File: config.mk
export PLATFORM = sky130hd
export DESIGN_NAME = conv_encoder_k3
export DESIGN_NICKNAME = d
export VERILOG_FILES = /design/src/rtl/viterbi_pkg.sv /design/src/rtl/conv_parity.sv /design/src/rtl/conv_encoder_k3.sv
export SDC_FILE = /design/constraint.sdc
export NUM_CORES = 1
export LEC_CHECK = 0
export CORE_AREA = 2 2 39 41
export CTS_BUF_LIST = sky130_fd_sc_hd__clkbuf_8
export DETAILED_ROUTE_END_ITERATION = 16
export DIE_AREA = 0 0 41 43
export MAX_ROUTING_LAYER = met4
export PLACE_DENSITY_LB_ADDON = 0.25
export SYNTH_ARGS = -nofsm -noshare
export SYNTH_HDL_FRONTEND = slang
export SYNTH_SLANG_ARGS = --single-unit
export TNS_END_PERCENT = 50
File: constraint.sdc
create_clock -name clk -period 1.2 [get_ports clk]
set_clock_uncertainty 0.05 [all_clocks]
set_input_delay 0.24 -clock clk [delete_from_list [all_inputs] [get_ports clk]]
set_output_delay 0.24 -clock clk [all_outputs]
set_load 0.02 [all_outputs]
File: src/rtl/viterbi_pkg.sv
// Shared encode/decode definitions for the K-constraint Viterbi path.
// Code-pair bit ordering here must match the branch-metric units.
package viterbi_pkg;

    localparam int K_DEF = 3;
    localparam logic [K_DEF-1:0] G0_DEF = 3'b111;
    localparam logic [K_DEF-1:0] G1_DEF = 3'b101;

    // [1] = G0 parity, [0] = G1 parity
    typedef logic [1:0] code_pair_t;

    typedef enum logic {
        RUN,
        FLUSH
    } enc_state_t;

endpackage

File: src/rtl/conv_parity.sv
// One generator tap: XOR of the tap vector masked by the polynomial.
// The MSB of taps is the bit currently being encoded.
module conv_parity #(
    parameter int K = 3,
    parameter logic [K-1:0] G = '1
) (
    input  logic [K-1:0] taps,
    output logic         parity
);

    assign parity = ^(taps & G);

endmodule

File: src/rtl/conv_encoder_k3.sv
// Rate-1/2 feed-forward convolutional encoder with automatic
// zero-tail termination so every frame ends in trellis state 0.
module conv_encoder_k3
    import viterbi_pkg::*;
#(
    parameter int K = K_DEF,
    parameter logic [K-1:0] G0 = K'(G0_DEF),
    parameter logic [K-1:0] G1 = K'(G1_DEF)
) (
    input  logic       clk,
    input  logic       rst,
    input  logic       in_valid,
    output logic       in_ready,
    input  logic       in_bit,
    input  logic       in_last,
    output logic       out_valid,
    input  logic       out_ready,
    output code_pair_t out_pair,
    output logic       out_last,
    output logic       busy
);

    localparam int CW = $clog2(K);
    localparam logic [CW-1:0] TAIL = CW'(K - 1);
    localparam logic [CW-1:0] ONE = CW'(1);

    enc_state_t state;
    enc_state_t state_nxt;
    logic [CW-1:0] tail_cnt;
    logic [CW-1:0] tail_nxt;

    logic [K-2:0] sr;
    logic [K-1:0] v;

    code_pair_t pair_q;
    code_pair_t pair_d;
    logic valid_q;
    logic last_q;
    logic busy_q;

    logic adv;
    logic ready;
    logic produce;
    logic take;
    logic b;
    logic last_sym;
    logic accept_last;

    // The output slot is free when empty or being drained this cycle.
    assign adv = !valid_q || out_ready;
    assign take = in_valid && ready;
    assign accept_last = valid_q && out_ready && last_q;

    assign v = {b, sr};

    conv_parity #(
        .K(K),
        .G(G0)
    ) u_par0 (
        .taps  (v),
        .parity(pair_d[1])
    );

    conv_parity #(
        .K(K),
        .G(G1)
    ) u_par1 (
        .taps  (v),
        .parity(pair_d[0])
    );

    // Next state, tail counter and which bit feeds the taps.
    always_comb begin
        state_nxt = state;
        tail_nxt  = tail_cnt;
        ready     = 1'b0;
        produce   = 1'b0;
        b         = 1'b0;
        last_sym  = 1'b0;
        unique case (state)
            RUN: begin
                ready = adv;
                if (in_valid && adv) begin
                    produce = 1'b1;
                    b       = in_bit;
                    if (in_last) begin
                        state_nxt = FLUSH;
                        tail_nxt  = TAIL;
                    end
                end
            end
            FLUSH: begin
                if (adv) begin
                    produce  = 1'b1;
                    tail_nxt = tail_cnt - ONE;
                    if (tail_cnt == ONE) begin
                        last_sym  = 1'b1;
                        state_nxt = RUN;
                    end
                end
            end
            default: begin
                state_nxt = RUN;
            end
        endcase
    end

    // FSM state and tail counter registers.
    always_ff @(posedge clk) begin
        if (rst) begin
            state    <= RUN;
            tail_cnt <= '0;
        end else begin
            state    <= state_nxt;
            tail_cnt <= tail_nxt;
        end
    end

    // Shift register and single-stage output register.
    always_ff @(posedge clk) begin
        if (rst) begin
            sr      <= '0;
            pair_q  <= '0;
            valid_q <= 1'b0;
            last_q  <= 1'b0;
        end else if (produce) begin
            sr      <= v[K-1:1];
            pair_q  <= pair_d;
            valid_q <= 1'b1;
            last_q  <= last_sym;
        end else if (out_ready) begin
            valid_q <= 1'b0;
            last_q  <= 1'b0;
        end
    end

    // Frame activity: a new frame's first bit wins over the
    // previous frame's final tail being accepted in the same cycle.
    always_ff @(posedge clk) begin
        if (rst) begin
            busy_q <= 1'b0;
        end else if (take) begin
            busy_q <= 1'b1;
        end else if (accept_last) begin
            busy_q <= 1'b0;
        end
    end

    // Outputs are forced idle while reset is held.
    assign in_ready  = ready && !rst;
    assign out_valid = valid_q && !rst;
    assign out_last  = last_q && valid_q && !rst;
    assign out_pair  = rst ? 2'b00 : pair_q;
    assign busy      = busy_q && !rst;

endmodule
==> reports/summary.txt, run 1 <==
status: complete, but fails checks
failing checks: negative setup slack
largest net degree at the start of global routing: 9
met3 global-route usage: 6.28%
ANT nets after route: 0
Synth area leader: dfxtp_1
Worst path max stage delay: 350 ps
Mapped Area: 509 um2
syn nets: 68
Die ar.: 1760 um2
Period Utilization, post-route: 109%
worst path cell trace: nor2b_2, and2_4, buf_6
clock tree buffer depth: 2
Global Route met2 Usage: 27.8%
first-pass GRT wire length: 1880 um
die height: 43 um
Seq cells post-synth: 10
FFs w/ async S/R, synth: 0%
Avg Cell Area, Syn: 8.35 um2
antenna diode count: 0
busiest grt layer: met2
final setup TNS: -203 ps
Total GRT Usage: 17.1%
Skew-Pair Late Insertion Delay: 230 ps
commonest non-fill, non-tap cell in the layout: buf_4
PwrDens: 1290 nW/um2
number of global-route vias before repair: 470
I/O pin count: 12
final worst slack: -103 ps
Initial Util: 36.8%
Buf/Inv on CP: 1
distinct cell type count after synthesis: 20
pre-CTS WS: -798 ps
Setup-failing EPs final: 3
Crit-path slowest cell: dfxtp_2
routed len/inst: 11.4 um
total gr overflow: 0
area delta synth->final: 50.9%
CTS Buf Count: 3
commonest register cell after synthesis: dfxtp_1
Crit. End Element: primary output
Yosys warnings: 0
Least-Margin Pin Slew: 297 ps
1st-pass router iterations: 4
CP top delay family: flip-flops
FP Rows: 14
post-route cell area: 768 um2
Total Routed Length: 1130 um
Max-slew headroom: 80.2%
global-route met1 utilization: 16.3%
layout cells sized above 1: 39.8%
Post-synth EDFFs: 0
max-cap violation count: 0
core footprint: 1380 um2
# DRC: 0
Final Critical Period: 1300 ps
Cells after Synth: 61
H-Tree Depth: 1
Leak: 0.326 nW
DP HPWL: 769 um
port bufs: 11
DR vias/cell: 4.81
root buffer cell: clkbuf_8
Arrival @ worst endpoint: 1010 ps
clock sinks: 10
clk slew on worst S/H paths: 50 ps
Setup crit start kind: register
Peak VDD IR: 0.679 mV
synth top area cells: dfxtp_1 (39%), nor2b_1 (7.4%), a21oi_1 (6.9%)
Final Max Tran Viols: 0
initial antenna violation count: 0
DR iter-0 viols: 4
GP Congestion: 0.674
endpoints failing hold: 0
sequential area share after synthesis: 39.3%
Vias: 476
CP Max Fanout: 3
Max Freq: 768 MHz
most frequent cells in the layout: buf_4 (14), dfxtp_1 (8), nor2_1 (7), a21oi_1 (6), nand2_1 (5)
Fin Hold WS: 396 ps
hold buffer count at cts: 0
data required time of the worst path: 910 ps
CTS tree: done
die width: 41 um
top cell type's share of synthesized area: 39.3%
RSZ-0062 raised after global routing: true
Final #Nets: 91
Min-Delay Path Class: in2reg
Post-DP Area: 686 um2
Setup CP Type: reg2out
## area by class of cell
cell class	instances	area, um2
Sequential cell	10	203
Timing Repair Buffer	21	174
Multi-Input combinational cell	47	313
Clock buffer	4	55.1
Inverter	1	3.75
Fill cell	131	616
Tap cell	16	20.0
## through the flow
stage / power, mW / util (%) / instances
6_report: 0.995 / 55.5 / 99
2_1_floorplan: 0.493 / - / 61
5_1_grt: 1.06 / 55.5 / 99
3_5_place_dp: 0.567 / 49.5 / 94
4_1_cts: 1.00 / 53.6 / 99
3_3_place_gp: 0.565 / 49.5 / 94
## worst min-delay path: stages
cell           delay (ps)
dlygate4sd2_1         260
nand3_1                70
a21oi_1                60
## synth_stat cells, types with 2 or more instances
master,n
dfxtp_1,10
a21oi_1,7
nor2_1,7
nor2b_1,6
nand2_1,5
o21ai_0,4
nand3_1,3
nor3_1,3
xnor2_1,3
buf_4,2
nor2_2,2
## per-layer routing
metal  wire (um)  vias to the layer above
li1            -                      248
met1         456                      216
met2         608                        8
met3          46                        4
met4          19                        0
met5           0                        -
## flip-flops by register name, indices dropped and copies added, names as in the netlist
| name | count |
|---|---|
| tail_cnt | 2 |
| valid_q | 1 |
| pair_q | 2 |
| state | 1 |
| last_q | 1 |
| sr | 2 |
| busy_q | 1 |
## path summary, 6_finish.rpt
| check | slack [ps] | startpoint | depth (start not counted) | to |
|---|---|---|---|---|
| setup / recovery | -100 | valid_q | 3 | out_last |
| hold reg to reg | 430 | sr[1] | 2 | sr[0] |
| hold / removal | 400 | in_valid | 3 | sr[1] |
| setup reg to reg | 10 | valid_q | 5 | tail_cnt[0] |
## power by group
| group | switching [mW] | total, mW | internal, mW |
|---|---|---|---|
| logic | 0.0964 | 0.202 | 0.106 |
| registers | 0.0141 | 0.373 | 0.359 |
| clock network | 0.131 | 0.419 | 0.288 |
## what timing repair did
item | CTS | global route
buffers inserted | 1 | 0
pin swaps | 0 | 2
gates resized for setup | 36 | 8
setup endpoints to repair | 13 | 9
## cell families after synthesis
kind of cell,after synthesis,share of synthesized area (%)
compound gates,13,15.0
xor+xnor,3,5.16
fa+ha+maj,1,2.46
buf+inv,4,5.90
flops,10,39.3
mux,1,2.95
simple gates,29,29.2
Note: power is estimated with default switching activity, not from simulation.
==> inputs of run 2 (changes only) <==
==> constraint.sdc (replaced) <==
create_clock -name clk -period 1.4 [get_ports clk]
set_clock_uncertainty 0.05 [all_clocks]
set_input_delay 0.28 -clock clk [delete_from_list [all_inputs] [get_ports clk]]
set_output_delay 0.28 -clock clk [all_outputs]
set_load 0.02 [all_outputs]
==> run 2 against run 1 <==
The flow now finishes without violations. Critical path depth unchanged. Setup slack improved by 110 ps. Utilization shrank 1.7 points. First-iteration DRC count decreased by 25%. Register-to-register slack improved by 190 ps. Critical endpoint is now in_ready. Largest cell class unchanged.
==> reports/summary.txt, run 2 (synthesized netlist as in run 1, its figures left out) <==
Peak VDD IR: 1.23 mV (+82%)
Worst R2R Setup Slack: 200 ps (+190 ps)
DP HPWL: 785 um (+2.1%)
I/O pin count: 12 (unchanged)
CP Max Fanout: 5 (+2)
Arrival @ worst endpoint: 1060 ps (+50 ps)
Crit. End Element: primary output
Finished Core Util: 53.8% (-1.7 points)
Least-Margin Pin Slew: 170 ps (-127 ps)
Initial Util: 36.8% (unchanged)
Largest regs: pair_q (2), sr (2), tail_cnt (2)
number of global-route vias before repair: 434 (-7.7%)
port bufs: 11 (unchanged)
Leak: 0.304 nW (-6.7%)
clock tree buffer depth: 2 (unchanged)
most frequent cells in the layout: buf_4 (10), dfxtp_1 (9), a21oi_1 (7), nor2_1 (7), nand2_1 (5)
Final #Nets: 90 (-1.1%)
antenna diode count: 0 (unchanged)
FF-to-FF End: pair_q[1]
r2r startpoint: state
Setup crit start kind: register
GP Congestion: 0.677 (+0.33%)
worst path cell trace: nor2b_4, nor3_2, buf_4
Crit-path slowest cell: dfxtp_2
Setup CP Type: reg2out
Skew-Pair Late Insertion Delay: 230 ps (about the same)
DR iter-0 viols: 3 (-1)
Tot Pwr: 836 uW (-16%)
H-Tree Depth: 1 (unchanged)
clock sinks: 10 (unchanged)
RSZ-0062 raised after global routing: true
Total GRT Usage: 14.8% (-2.4 points)
final setup TNS: 0 ps (+203 ps)
commonest non-fill, non-tap cell in the layout: buf_4
die height: 43 um (unchanged)
# DRC: 0 (unchanged)
Setup-failing EPs final: 0 (-3)
hold buffer count at cts: 0 (unchanged)
DR vias/cell: 4.65 (-3.2%)
root buffer cell: clkbuf_8
final worst slack: 8.90 ps (+112 ps)
layout cells sized above 1: 36.6% (-3.2 points)
Min-Delay Path Class: reg2reg
Fin Hold WS: 412 ps (+16.2 ps)
max-cap violation count: 0 (unchanged)
status: finished, final reports clean
crit path capture: in_ready
die width: 41 um (unchanged)
Period Utilization, post-route: 99.4%
number of cells on the worst reg-to-reg path: 5 (unchanged)
ANT nets after route: 0 (unchanged)
clk slew on worst S/H paths: 50 ps (about the same)
Max-slew headroom: 88.6% (+8.4 points)
FP Rows: 14 (unchanged)
pre-CTS WS: -687 ps (+111 ps)
routed len/inst: 10.7 um (-6.7%)
Total Routed Length: 1040 um (-7.6%)
first-pass GRT wire length: 1700 um (-9.5%)
Worst path max stage delay: 330 ps (-20 ps)
data required time of the worst path: 1070 ps (+160 ps)
Final Max Tran Viols: 0 (unchanged)
initial antenna violation count: 0 (unchanged)
Crit path depth: 3 (unchanged)
CTS tree: done
area delta synth->final: 46.2%
CTS Buf Count: 3 (unchanged)
CP top delay family: flip-flops
Max Freq: 719 MHz
Final Critical Period: 1390 ps
Die ar.: 1760 um2 (unchanged)
Buf/Inv on CP: 1 (unchanged)
largest net degree at the start of global routing: 9 (unchanged)
endpoints failing hold: 0 (unchanged)
PwrDens: 1120 nW/um2 (-13%)
Vias: 456 (-4.2%)
core footprint: 1380 um2 (unchanged)
crit path launch: valid_q
1st-pass router iterations: 3 (-1)
total gr overflow: 0 (unchanged)
-- run 2: power breakdown --
group / switching [mW] / internal [mW] / total [mW] / leakage, nW
combinational: 0.0782 / 0.0871 / 0.165 / 0.193
clock: 0.105 / 0.246 / 0.351 / 0.0288
sequential: 0.0124 / 0.308 / 0.320 / 0.0825
-- run 2: worst min-delay path by stage --
stage               from         to  cells after the start
4_1_cts        pair_q[1]  pair_q[1]                      2
2_1_floorplan   in_valid     busy_q                      1
3_5_place_dp   pair_q[1]  pair_q[1]                      2
3_3_place_gp   pair_q[1]  pair_q[1]                      2
5_1_grt              rst  pair_q[0]                      3
6_report       pair_q[1]  pair_q[1]                      2
-- run 2: worst min-delay path, stage by stage (launching register included) --
cell,delay (ps)
dfxtp_1,300
o21ai_0,60
a21oi_1,60
-- run 2: timing repair --
item	in CTS	in global routing
pin swaps	0	1
buffers inserted	0	1
cloned	0	0
setup endpoints to repair	6	7
gates resized for setup	22	9
-- run 2: stage by stage --
stage	instances	instance area, um2
finish	98	744
global route	98	744
CTS	97	727
detailed placement	93	678
global placement	93	678
floorplan	61	514
-- run 2: cell type report --
type / count / area, um2
timing repair buffer: 20 / 163
inverter: 1 / 3.75
sequential: 10 / 201
tap: 16 / 20.0
fill: 131 / 639
multi-input combinational: 47 / 302
clock buffer: 4 / 55.1
-- run 2: per-layer routing --
| layer | track usage, % | routed length, um | up-vias |
|---|---|---|---|
| met4 | 2.00 | 5 | 0 |
| met5 | - | 0 | - |
| met1 | 16.9 | 463 | 200 |
| met2 | 22.8 | 519 | 8 |
| met3 | 7.85 | 56 | 2 |
| li1 | - | - | 246 |
==> inputs of run 3 (changes only) <==
--- a/config.mk
+++ b/config.mk
@@ -5,10 +5,11 @@
 export SDC_FILE = /design/constraint.sdc
 export NUM_CORES = 1
 export LEC_CHECK = 0
-export CORE_AREA = 2 2 39 41
+export ABC_AREA = 1
+export CORE_AREA = 3 3 40 42
 export CTS_BUF_LIST = sky130_fd_sc_hd__clkbuf_8
 export DETAILED_ROUTE_END_ITERATION = 16
-export DIE_AREA = 0 0 41 43
+export DIE_AREA = 0 0 43 45
 export MAX_ROUTING_LAYER = met4
 export PLACE_DENSITY_LB_ADDON = 0.25
 export SYNTH_ARGS = -nofsm -noshare
==> run 3 against run 2 <==
Clock power rose by 2%. Setup slack improved by 36 ps. Design area grew 5.0%. Via count rose by 18%. Sequential power up 2%. Critical path type unchanged. Critical endpoint unchanged.
==> reports/summary.txt, run 3 <==
status: finished, final reports clean
Final Critical Period: 1360 ps (-35.5 ps)
CTS Buf Count: 3 (unchanged)
Mapped Area: 524 um2 (+2.9%)
I/O pin count: 12 (unchanged)
switching pwr: 227 uW (+16%)
distinct cell type count after synthesis: 20 (unchanged)
clk slew on worst S/H paths: 50 ps (about the same)
synth cell count leaders: inv_1 (15), nand2_1 (15), dfxtp_1 (10)
H-Tree Depth: 1 (unchanged)
endpoints failing hold: 0 (unchanged)
number of global-route vias before repair: 519 (+20%)
most frequent cells in the layout: inv_1 (15), nand2_1 (15), buf_4 (10), dfxtp_1 (9)
Yosys warnings: 0 (unchanged)
Arrival @ worst endpoint: 1030 ps (-30 ps)
CTS tree: done
Max Freq: 738 MHz (+2.6%)
RSZ-0062 raised after global routing: true
sequential area share after synthesis: 38.2% (-1.1 points)
Period Utilization, post-route: 96.8% (-2.5 points)
Setup CP Type: reg2out
layout cells sized above 1: 32.7% (-3.9 points)
Tot Pwr: 870 uW (+4.1%)
CP Max Fanout: 4 (-1)
1st-pass router iterations: 4 (+1)
Crit. End Element: primary output
Skew-Pair Late Insertion Delay: 240 ps (about the same)
beginning of the worst hold path: rst
commonest register cell after synthesis: dfxtp_1
ANT nets after route: 0 (unchanged)
Seq cells post-synth: 10 (unchanged)
Cells after Synth: 77 (+26%)
hold-critical path endpoint: busy_q
area delta synth->final: 49.2%
data required time of the worst path: 1070 ps (about the same)
Int Pwr: 643 uW (+0.30%)
Final Max Tran Viols: 0 (unchanged)
Min-Delay Path Class: in2reg
Avg Cell Area, Syn: 6.81 um2 (-18%)
pre-CTS WS: -601 ps (+85.6 ps)
DP HPWL: 865 um (+10%)
DR vias/cell: 4.65 (-0.14%)
final worst slack: 44.4 ps (+35.5 ps)
root buffer cell: clkbuf_8
clock group share of total power: 41.3% (-0.7 points)
largest net degree at the start of global routing: 8 (-1)
initial antenna violation count: 0 (unchanged)
Max-slew headroom: 83.5% (-5.0 points)
Die ar.: 1940 um2 (+9.8%)
first-pass GRT wire length: 1970 um (+16%)
combinational cell fraction of total power: 21.4% (+1.6 points)
FF-to-FF End: valid_q
Worst R2R Setup Slack: 240 ps (+40 ps)
Post-synth EDFFs: 0 (unchanged)
max-cap violation count: 0 (unchanged)
Post-DP Area: 723 um2 (+6.6%)
clock tree buffer depth: 2 (unchanged)
Vias: 539 (+18%)
Layout fillers: 117 (-11%)
antenna diode count: 0 (unchanged)
post-CTS setup buffer count: 0 (unchanged)
DR iter-0 viols: 4 (+1)
final setup TNS: 0 ps (unchanged)
Synth area leader: dfxtp_1
Finished Core Util: 60.9% (+7.1 points)
syn nets: 84 (+24%)
Flop pwr share: 37.3% (-1.0 points)
PwrDens: 1110 nW/um2 (-0.94%)
Hold Path Stages: 4 (+2)
worst path cell trace: nand2_2, inv_2, nor3_4, buf_6
clock sinks: 10 (unchanged)
# DRC: 0 (unchanged)
FFs w/ async S/R, synth: 0% (unchanged)
total gr overflow: 0 (unchanged)
top cell type's share of synthesized area: 38.2% (-1.1 points)
number of cells on the worst reg-to-reg path: 5 (unchanged)
port bufs: 11 (unchanged)
Least-Margin Pin Slew: 246 ps (+75.7 ps)
Total GRT Usage: 13.9% (-0.84 points)
Initial Util: 40.8% (+4.0 points)
routed len/inst: 9.62 um (-9.7%)
Crit-path slowest cell: dfxtp_2
Setup-failing EPs final: 0 (unchanged)
Setup crit start kind: register
r2r startpoint: state
GP Congestion: 0.842 (+24%)
synth top area cells: dfxtp_1 (38%), inv_1 (11%), nand2_1 (11%)
Leak: 0.403 nW (+32%)
Peak VDD IR: 0.476 mV (-61%)
Largest regs: pair_q (2), sr (2), tail_cnt (2)
FP Rows: 13 (-1)
Final #Nets: 109 (+21%)
die height: 45 um (+4.7%)
core footprint: 1280 um2 (-7.1%)
die width: 43 um (+4.9%)
Total Routed Length: 1120 um (+6.9%)
post-route cell area: 782 um2 (+5.0%)
Sw Ratio: 26.1% (+2.8 points)
Worst path max stage delay: 330 ps (about the same)
## run 3: changes by cell type in the layout (fill, tap and decap cells not counted), sizes merged, moves of 2 or more
cell / delta
nor2b: -6
xnor2: -3
inv: +18
nor2: -3
nand2: +12
nor3: -2
nand3: +4
## run 3: what timing repair did
item                                    in CTS  in global routing
hold buffers                                 0                  0
resized for setup                           19                  9
pin swaps                                    1                  0
endpoints found under the setup margin       6                  6
## run 3: per-layer routing
| layer | vias to the layer above | part of all wire (%) | global-route usage [%] |
|---|---|---|---|
| met2 | 16 | 47 | 23.7 |
| met3 | 3 | 5.1 | 4.78 |
| met1 | 232 | 46 | 15.0 |
| li1 | 288 | - | - |
| met4 | 0 | 1.7 | 5.42 |
| met5 | - | 0 | - |
## run 3: cell type report
| cell class | instances | area (um2) | share of cell area, % |
|---|---|---|---|
| clock buffer | 4 | 55.1 | 7.04 |
| tap | 15 | 18.8 | 2.40 |
| sequential | 10 | 201 | 25.8 |
| timing repair buffer | 21 | 171 | 21.9 |
| inverter | 19 | 71.3 | 9.12 |
| multi-input combinational | 47 | 264 | 33.8 |
## run 3: logic make-up (layout without fill, tap and decap cells)
group                    after synthesis  after routing  synth area share, %
buffers and inverters                 20             44                 14.6
flip-flops                            10             10                 38.2
AND/OR/NAND/NOR                       33             33                 29.8
adder cells (fa/ha/maj)                1              1                 2.39
AO/OA/AOI/OAI                         13             13                 15.0
## run 3: how the worst max path moves through the flow
stage            start     endpoint  slack (ps)  depth (start not counted)
2_1_floorplan  valid_q     in_ready         270                          3
3_3_place_gp       rst     in_ready        -560                          3
3_5_place_dp       rst     in_ready        -600                          3
4_1_cts            rst  out_pair[0]          10                          3
5_1_grt        valid_q     in_ready         -10                          4
6_report       valid_q     in_ready          40                          4
## run 3: per-stage QoR
step / hold WS [ps] / std cells
finish: 385 / 116
global route: 425 / 116
CTS: 425 / 116
detailed placement: 412 / 112
global placement: 415 / 112
floorplan: 333 / 77
## run 3: worst max-delay path: cells and delay by family, from the launching register on
family	cells	cell delay, ps
DFF	1	330
and+or+nand+nor	2	270
buffers and inverters	2	190
## run 3: power by group through the flow
stage	Sequential, mW	Combinational (mW)	Clock [mW]
floorplan	0.329	0.105	0
global placement	0.328	0.182	0
detailed placement	0.328	0.186	0
CTS	0.324	0.180	0.368
global route	0.327	0.210	0.382
finish	0.325	0.186	0.359
